$ cat src/rtl/scale_seq_pkg.sv
// Shared constants and state encoding for the scale-stage sequencing controller.
package scale_seq_pkg;

  localparam int DEFAULT_COL_NUM  = 32;
  localparam int DEFAULT_SCALE_W  = 16;
  localparam int DEFAULT_ROW_W    = 16;
  localparam int DEFAULT_PIPE_LAT = 3;

  // Cycles from the last row valid until the last column leaves the scaling
  // stage: the diagonal skew across the columns plus the stage pipeline.
  function automatic int drain_cyc(input int col_num, input int pipe_lat);
    return col_num - 1 + pipe_lat;
  endfunction

  localparam int DEFAULT_DRAIN_CYC = drain_cyc(DEFAULT_COL_NUM, DEFAULT_PIPE_LAT);

  typedef enum logic [1:0] {
    IDLE  = 2'd0,
    RUN   = 2'd1,
    DRAIN = 2'd2
  } state_t;

endpackage

$ cat src/rtl/scale_bank_dbuf.sv
// Double-buffered scale bank: shadow loads over valid/ready, active drives the
// scaling stage, and a swap strobe copies the whole shadow bank in one edge.
module scale_bank_dbuf #(
  parameter int COL_NUM = 32,
  parameter int SCALE_W = 16
) (
  input  logic                       clk,
  input  logic                       rst,
  input  logic                       load_valid,
  input  logic [SCALE_W-1:0]         load_data,
  output logic                       load_ready,
  input  logic                       swap,
  output logic                       shadow_full,
  output logic [COL_NUM*SCALE_W-1:0] active_flat
);

  localparam int IDX_W = $clog2(COL_NUM);

  logic [COL_NUM-1:0][SCALE_W-1:0] shadow;
  logic [COL_NUM-1:0][SCALE_W-1:0] active;
  logic [IDX_W-1:0]                idx;

  assign load_ready  = !shadow_full;
  assign active_flat = active;

  // Shadow write / wrap and whole-bank copy. Swap only happens while the shadow
  // is full, and loads are refused while full, so the two never collide.
  always_ff @(posedge clk) begin
    if (rst) begin
      shadow      <= '0;
      active      <= '0;
      idx         <= '0;
      shadow_full <= 1'b0;
    end else begin
      if (load_valid && load_ready) begin
        shadow[idx] <= load_data;
        if (idx == IDX_W'(COL_NUM - 1)) begin
          idx         <= '0;
          shadow_full <= 1'b1;
        end else begin
          idx <= idx + 1'b1;
        end
      end
      if (swap) begin
        active      <= shadow;
        shadow_full <= 1'b0;
      end
    end
  end

endmodule

$ cat src/rtl/scale_seq_ctrl.sv
// Tile sequencer for the per-column scaling stage: gates array valids during a
// tile, drains skew plus pipeline, and swaps scale banks only between tiles.
//
// state | meaning
// IDLE  | waiting for a full shadow bank and tile_start
// RUN   | forwarding sys_valid, counting rows of the tile
// DRAIN | waiting for skew + scale pipeline to empty; tile_done on last cycle
module scale_seq_ctrl
  import scale_seq_pkg::*;
#(
  parameter int COL_NUM  = DEFAULT_COL_NUM,
  parameter int SCALE_W  = DEFAULT_SCALE_W,
  parameter int ROW_W    = DEFAULT_ROW_W,
  parameter int PIPE_LAT = DEFAULT_PIPE_LAT
) (
  input  logic                       clk,
  input  logic                       rst,
  input  logic                       scale_in_valid,
  input  logic [SCALE_W-1:0]         scale_in_data,
  output logic                       scale_in_ready,
  input  logic                       tile_start,
  input  logic [ROW_W-1:0]           tile_rows,
  output logic                       tile_start_ready,
  input  logic                       sys_valid,
  output logic                       array_out_valid,
  output logic [COL_NUM*SCALE_W-1:0] col_scale_factors,
  output logic                       busy,
  output logic                       tile_done,
  output logic                       err_stray_valid
);

  localparam int DRAIN_CYC = drain_cyc(COL_NUM, PIPE_LAT);
  localparam int DRAIN_W   = $clog2(DRAIN_CYC);

  state_t             state;
  state_t             state_next;
  logic [ROW_W-1:0]   rows_left;
  logic [DRAIN_W-1:0] drain_cnt;
  logic               shadow_full;
  logic               accept;

  scale_bank_dbuf #(
    .COL_NUM (COL_NUM),
    .SCALE_W (SCALE_W)
  ) u_bank (
    .clk         (clk),
    .rst         (rst),
    .load_valid  (scale_in_valid),
    .load_data   (scale_in_data),
    .load_ready  (scale_in_ready),
    .swap        (accept),
    .shadow_full (shadow_full),
    .active_flat (col_scale_factors)
  );

  // State register.
  always_ff @(posedge clk) begin
    if (rst) state <= IDLE;
    else     state <= state_next;
  end

  // Next-state decode and per-state outputs.
  always_comb begin
    state_next       = state;
    tile_start_ready = 1'b0;
    accept           = 1'b0;
    array_out_valid  = 1'b0;
    tile_done        = 1'b0;
    busy             = (state != IDLE);
    case (state)
      IDLE: begin
        tile_start_ready = shadow_full;
        accept           = tile_start && shadow_full;
        if (accept) state_next = (tile_rows == '0) ? DRAIN : RUN;
      end
      RUN: begin
        array_out_valid = sys_valid;
        if (sys_valid && rows_left == ROW_W'(1)) state_next = DRAIN;
      end
      DRAIN: begin
        if (drain_cnt == '0) begin
          tile_done  = 1'b1;
          state_next = IDLE;
        end
      end
      default: state_next = IDLE;
    endcase
  end

  // Row and drain counters; drain count is loaded on every entry into DRAIN.
  always_ff @(posedge clk) begin
    if (rst) begin
      rows_left <= '0;
      drain_cnt <= '0;
    end else begin
      if (accept) rows_left <= tile_rows;
      else if (state == RUN && sys_valid) rows_left <= rows_left - 1'b1;

      if (state != DRAIN && state_next == DRAIN) drain_cnt <= DRAIN_W'(DRAIN_CYC - 1);
      else if (state == DRAIN && drain_cnt != '0) drain_cnt <= drain_cnt - 1'b1;
    end
  end

  // Sticky flag for array valids arriving while no tile is running.
  always_ff @(posedge clk) begin
    if (rst) err_stray_valid <= 1'b0;
    else if (sys_valid && state != RUN) err_stray_valid <= 1'b1;
  end

endmodule

$ cat config.mk
export PLATFORM = sky130hd
export DESIGN_NAME = scale_seq_ctrl
export DESIGN_NICKNAME = d
export VERILOG_FILES = /design/src/rtl/scale_seq_pkg.sv /design/src/rtl/scale_bank_dbuf.sv /design/src/rtl/scale_seq_ctrl.sv
export SDC_FILE = /design/constraint.sdc
export NUM_CORES = 2
export LEC_CHECK = 0
export CELL_PAD_IN_SITES_DETAIL_PLACEMENT = 0
export CELL_PAD_IN_SITES_GLOBAL_PLACEMENT = 1
export CORE_ASPECT_RATIO = 0.7
export CORE_UTILIZATION = 40
export CTS_CLUSTER_DIAMETER = 200
export DETAILED_ROUTE_END_ITERATION = 10
export GPL_TIMING_DRIVEN = 0
export PLACE_DENSITY_LB_ADDON = 0.2
export SLEW_MARGIN = 20
export SYNTH_ARGS = -nofsm -noshare
export SYNTH_HDL_FRONTEND = slang
export SYNTH_SLANG_ARGS = --single-unit
$ cat constraint.sdc
create_clock -name clk -period 2.2 [get_ports clk]
set_clock_uncertainty 0.1 [all_clocks]
set_input_delay 0.44 -clock clk [delete_from_list [all_inputs] [get_ports clk]]
set_output_delay 0.44 -clock clk [all_outputs]
set_load 0.02 [all_outputs]
---- Yosys cells after proc, flatten, opt, wreduce, memory -nomap -nowiden ----
Index checks and enable logic that the tools add are counted.
cells by class
  equal/unequal tests ..................... 7
  magnitude comparators ................... 2
  muxes and demuxes ....................... 18
  add/sub/neg operators ................... 3
  reductions and logical operators ........ 19
operator list
  kind                   count
  $bwmux 512             1
  $demux 16 s5           1
  $mux 16                3
  $eq 16x1->1 const B    1
  $logic_not 16->1       1
  $sub 16x1->16 const B  1
  $mux 6                 2
  $logic_and 1x1->1      8
  $mux 2                 4
  $logic_not 6->1        1
  $lt 5x6->1 const B     1
  $pmux 2 s3             1
  $reduce_bool 2->1      3
  $reduce_bool 6->1      1
  $sub 6x1->6 const B    1
  $add 5x1->5 const B    1
  $eq 5x5->1 const B     1
  $ge 5x1->1 const B     1
  $mux 1                 5
  $mux 5                 1
  $eq 2x2->1 const B     2
  $reduce_or 2->1        2
  $eq 2x1->1 const B     1
  $logic_not 2->1        1
  other kinds (4)        4
storage, ports and cells
  input bits .............................. 37
  register bits ........................... 1,055
  logic and storage cells ................. 120

---- Logic depth before layout (Yosys ltp) ----
  depth after elaboration ................. 7
  gate-level depth with buffers ........... 8
  mapped depth without buffers ............ 6

---- By module ----
From an unflattened synthesis, not the netlist that was laid out.
second synthesis, totals
  cells, all modules ...................... 3,590
  area total of the unflattened synthesis .. 39,226.4 um2
modules (own cells, without submodules)
  module           times used  cells each  area each (um2)
  scale_bank_dbuf  1           3,434       37,867.6
  scale_seq_ctrl   1           156         1,358.8

---- Worst setup path before layout ----
Ideal clock, no wire load.
  kind .................................... register to register
  start point ............................. register state[0]
  end point ............................... register u_bank.active, in the netlist u_bank.active_flat[389]
  period minus slack after synthesis ...... 2.095 ns
  data arrival time ....................... 1.863 ns
  slack ................................... 0.105 ns
  path buffers ............................ 3
  stages on the path, launching flop included .. 8
  cell sequence ........................... dfxtp_1 -> nor3b_1 -> nand2_1 -> buf_2 -> buf_2 -> buf_1 -> nand2_1 -> a21oi_1
between the ends
  longest elaborated chain between the ends .. 2
RTL lines
  item                      line                   text
  start: declaration        scale_seq_ctrl.sv:35   state_t state;
  start signal: assignment  scale_seq_ctrl.sv:59   else state <= state_next;
  $logic_not 2->1           scale_seq_ctrl.sv:70   case (state)
  $mux 1                    scale_seq_ctrl.sv:70
  end signal: assignment    scale_bank_dbuf.sv:45  active <= shadow;
  end: declaration          scale_bank_dbuf.sv:20  logic [COL_NUM-1:0][SCALE_W-1:0] active;
Every way passes these cells.
A chain may end at the register's enable or synchronous reset.

---- Worst setup path after layout ----
  start point ............................. register drain_cnt[3]
  end point ............................... output tile_done
between the ends
  longest elaborated chain between the ends .. 3
RTL lines
  item                      line                   text
  start: declaration        scale_seq_ctrl.sv:38   logic [DRAIN_W-1:0] drain_cnt;
  start signal: assignment  scale_seq_ctrl.sv:99   if (state != DRAIN && state_next == DRAIN) drain_cnt <= DRAIN_W'(DRAIN_CYC - 1);
  start signal: assignment  scale_seq_ctrl.sv:100  else if (state == DRAIN && drain_cnt != '0) drain_cnt <= drain_cnt - 1'b1;
  $logic_not 6->1           scale_seq_ctrl.sv:81   if (drain_cnt == '0) begin
  $mux 1                    scale_seq_ctrl.sv:81
  $mux 1                    scale_seq_ctrl.sv:70
  end: declaration          scale_seq_ctrl.sv:28   output logic tile_done,
Every way passes these cells.

==> metrics.csv <==
stage;metric;value;unit
logic_synthesis;post-synthesis sequential area ratio;0.5663;
logic_synthesis;YS warnings;0;
detailed_routing;wire length per cell;20.10;µm
sta;Slew Limit Fails;0;
global_routing;global router's overall resource usage;0.2764;
floorplanning;DIE WIDTH;366.9;µm
placed_design;worst slack, placed;-993.6;ps
logic_synthesis;Synth cell types;48;
detailed_routing;Routed WL;135.1;mm
layout;Post-layout nets;5457;
clocking;TritonCTS Sinks;1055;
flow_run;Max-cap violations;0;
logic_synthesis;Async SR Flop Fraction;0;
floorplanning;I/O Pins;555;
placed_design;gpl congestion;0.8904;
setup_path;type of origin of the critical path;flop;
setup_path;Worst EP required;1660;ps
detailed_routing;residual DRC count;0;
floorplanning;core area;92160;µm²
hold_path;Hold EP;u_bank.shadow_full;
detailed_routing;drt pass-1 iters;6;
sta;Final min period;2270;ps
power;Power Total;38.16;mW
sta;relative slew slack;0.1721;
logic_synthesis;most common library cells after synthesis;2,089 x nand2_1, 1,055 x dfxtp_1, 1,033 x a21oi_1;
hold_path;worst hold stages;3;
detailed_routing;Starting DRT DRC Count;2654;
clocking;CTS H-tree lvls;3;
sta;Hold Fails Final Rpt;0;
clocking;CTS Buf Count;101;
detailed_routing;Vias;34010;
setup_path;arrival time of the worst setup path;1730;ps
layout;Area Growth Syn to Fin;28.15;%
sta;Final period util;1.032;
power;Peak VDD IR;0.6390;mV
setup_path;critical path capture point type;primary output;
layout;Sequential Area;21130;µm²
floorplanning;die area;94470;µm²
logic_synthesis;Mean Syn Cell Area;7.869;µm²
setup_path;worst reg2reg endpoint;u_bank.shadow[439];
logic_synthesis;synth top area cells;dfxtp_1 57%, nand2_1 21%, a21oi_1 14%, clkbuf_1 2.6%, buf_4 1.1%;
clocking;TritonCTS clock tree;yes;
setup_path;Register-to-Register Setup Slack;90;ps
layout;layout cells sized above 1;0.08042;
detailed_routing;vias per cell;5.061;
global_routing;vias in the first global route;31283;
placed_design;Port-buffer cells;552;
setup_path;WS Path Type;flop to primary output;
global_routing;global-route wire length before repair;198.5;mm
sta;Slew @ Worst Pin;1242;ps
power;PwrDens;798.4;nW/µm²
clocking;register clock-pin slew on the reported worst setup and hold paths;70;ps
logic_synthesis;Post-Syn Nets;4785;
layout;Design Area, Final;47790;µm²
sta;Setup WS post-layout;-70.19;ps
power;Pleak;18.72;nW
logic_synthesis;top-count cell post-synth;nand2_1;
floorplanning;initial core utilization;0.4047;
sta;RSZ-0062 raised after global routing;yes;
logic_synthesis;post-synth top area share;0.5663;
detailed_routing;Detail Route Antenna Nets;0;
logic_synthesis;cell taking the most area after synthesis;dfxtp_1;
logic_synthesis;Yosys reg bits;1055;
logic_synthesis;Post-synth EDFFs;0;
sta;Max Freq;440.5;MHz
clocking;Clock Latency Late Sink;690;ps
global_routing;Congestion Overflow GR;0;
status;outcome;complete, but fails checks;
setup_path;crit-path max FO;2;
layout;# fillers;9232;
setup_path;worst-case reg-to-reg path depth;7;
clocking;CTS Hold Bufs;0;
hold_path;Hold WC Path Type;input pin to flop;
setup_path;reg2reg start;u_bank.idx[0];
logic_synthesis;Synth Flop Type;dfxtp_1;
sta;final setup fails;1;
layout;multi-input logic area;14730;µm²
logic_synthesis;Cells after Synth;4739;
placed_design;Placed Area;44390;µm²
clocking;CTS root buf;clkbuf_16;
clocking;Max Root-Sink Buffers;3;
hold_path;hold_sp;scale_in_valid;
global_routing;antenna violations before repair;7;
floorplanning;site row count;93;
status;failing checks;setup timing;
logic_synthesis;synthesized area;37290;µm²
placed_design;Post-DP HPWL;96.23;mm
floorplanning;height of the die;257.5;µm
global_routing;largest net degree at the start of global routing;17;
-- worst max path at each step --
stage / startpoint / endpoint / slack, ps / depth (start not counted)
floorplan: state[0] / u_bank.active_flat[389] / 110 / 7
global placement: state[0] / u_bank.active_flat[419] / -1030 / 7
detailed placement: state[0] / u_bank.active_flat[411] / -990 / 7
CTS: drain_cnt[3] / tile_done / -110 / 3
global route: drain_cnt[3] / tile_done / -150 / 3
finish: drain_cnt[3] / tile_done / -70 / 3
-- cell type report --
type	instances	area share
sequential	1055	0.4421
multi-input combinational	3314	0.3083
timing repair buffer	579	0.1106
clock buffer	154	0.06401
buffer	350	0.03563
tap	1235	0.03233
clock inverter	22	0.006179
inverter	10	0.0007854
antenna	1	0.00005236
-- worst max-delay path, cell delays in order (launching register included) --
cell,delay [ps]
dfxtp_2,320
or3_4,400
nor4_4,160
buf_6,170
-- power breakdown --
group | switching (mW) | leakage (nW) | internal, mW
clock network | 7.59 | 1.65 | 10.2
registers | 0.0259 | 8.50 | 19.1
logic | 0.948 | 8.57 | 0.214
-- stage by stage --
step	TNS, ps	std cells	hold WS [ps]	utilization
after CTS	-195.1	6708	112.5	0.5149
after detailed placement	-719790	6528	343.1	0.4817
after global placement	-731030	6526	340.3	0.4814
final	-70.19	6720	150.0	0.5186
after global routing	-215.0	6719	148.9	0.5185
after floorplan	0	4739	332.1	-
-- cells by family after synthesis --
kind of cell	share of synthesized area
simple gates	0.2375
flops	0.5663
buf+inv	0.04449
xor+xnor	0.003288
compound gates	0.1448
fa+ha+maj	0.003020
mux	0.0005368
-- registers in the layout (all words and copies together), names as in the netlist --
register and count:
rows_left 16, u_bank.shadow_full 1, u_bank.shadow 512, drain_cnt 6, u_bank.active_flat 512, u_bank.idx 5, state 2, err_stray_valid 1
-- routing by layer --
metal  global-route usage  part of all wire
met2               0.4381              0.45
met3              0.05278             0.064
met5                    0           0.00042
met4              0.05729             0.018
met1               0.3898              0.46
-- timing repair --
item / 4_1_cts / 5_1_grt
setup endpoints to repair: 1521 / 555
gates cloned: 0 / 0
gates resized for setup: 581 / 122
buffers inserted: 12 / 13
pin swaps: 6 / 4
-- cells in the final DEF, fill, tap and decap left out, drive strengths merged, types with 9 or more instances in the layout --
cell type and count:
a211oi 11, a21oi 1033, buf 129, clkbuf 407
clkdlybuf4s50 40, clkinv 12, dfxtp 1055, dlygate4sd2 468
dlymetal6s2s 39, ha 9, inv 12, nand2 2089
nor2 62, nor3 9, nor4 9, xor2 12
Note: power is estimated with default switching activity, not from simulation.
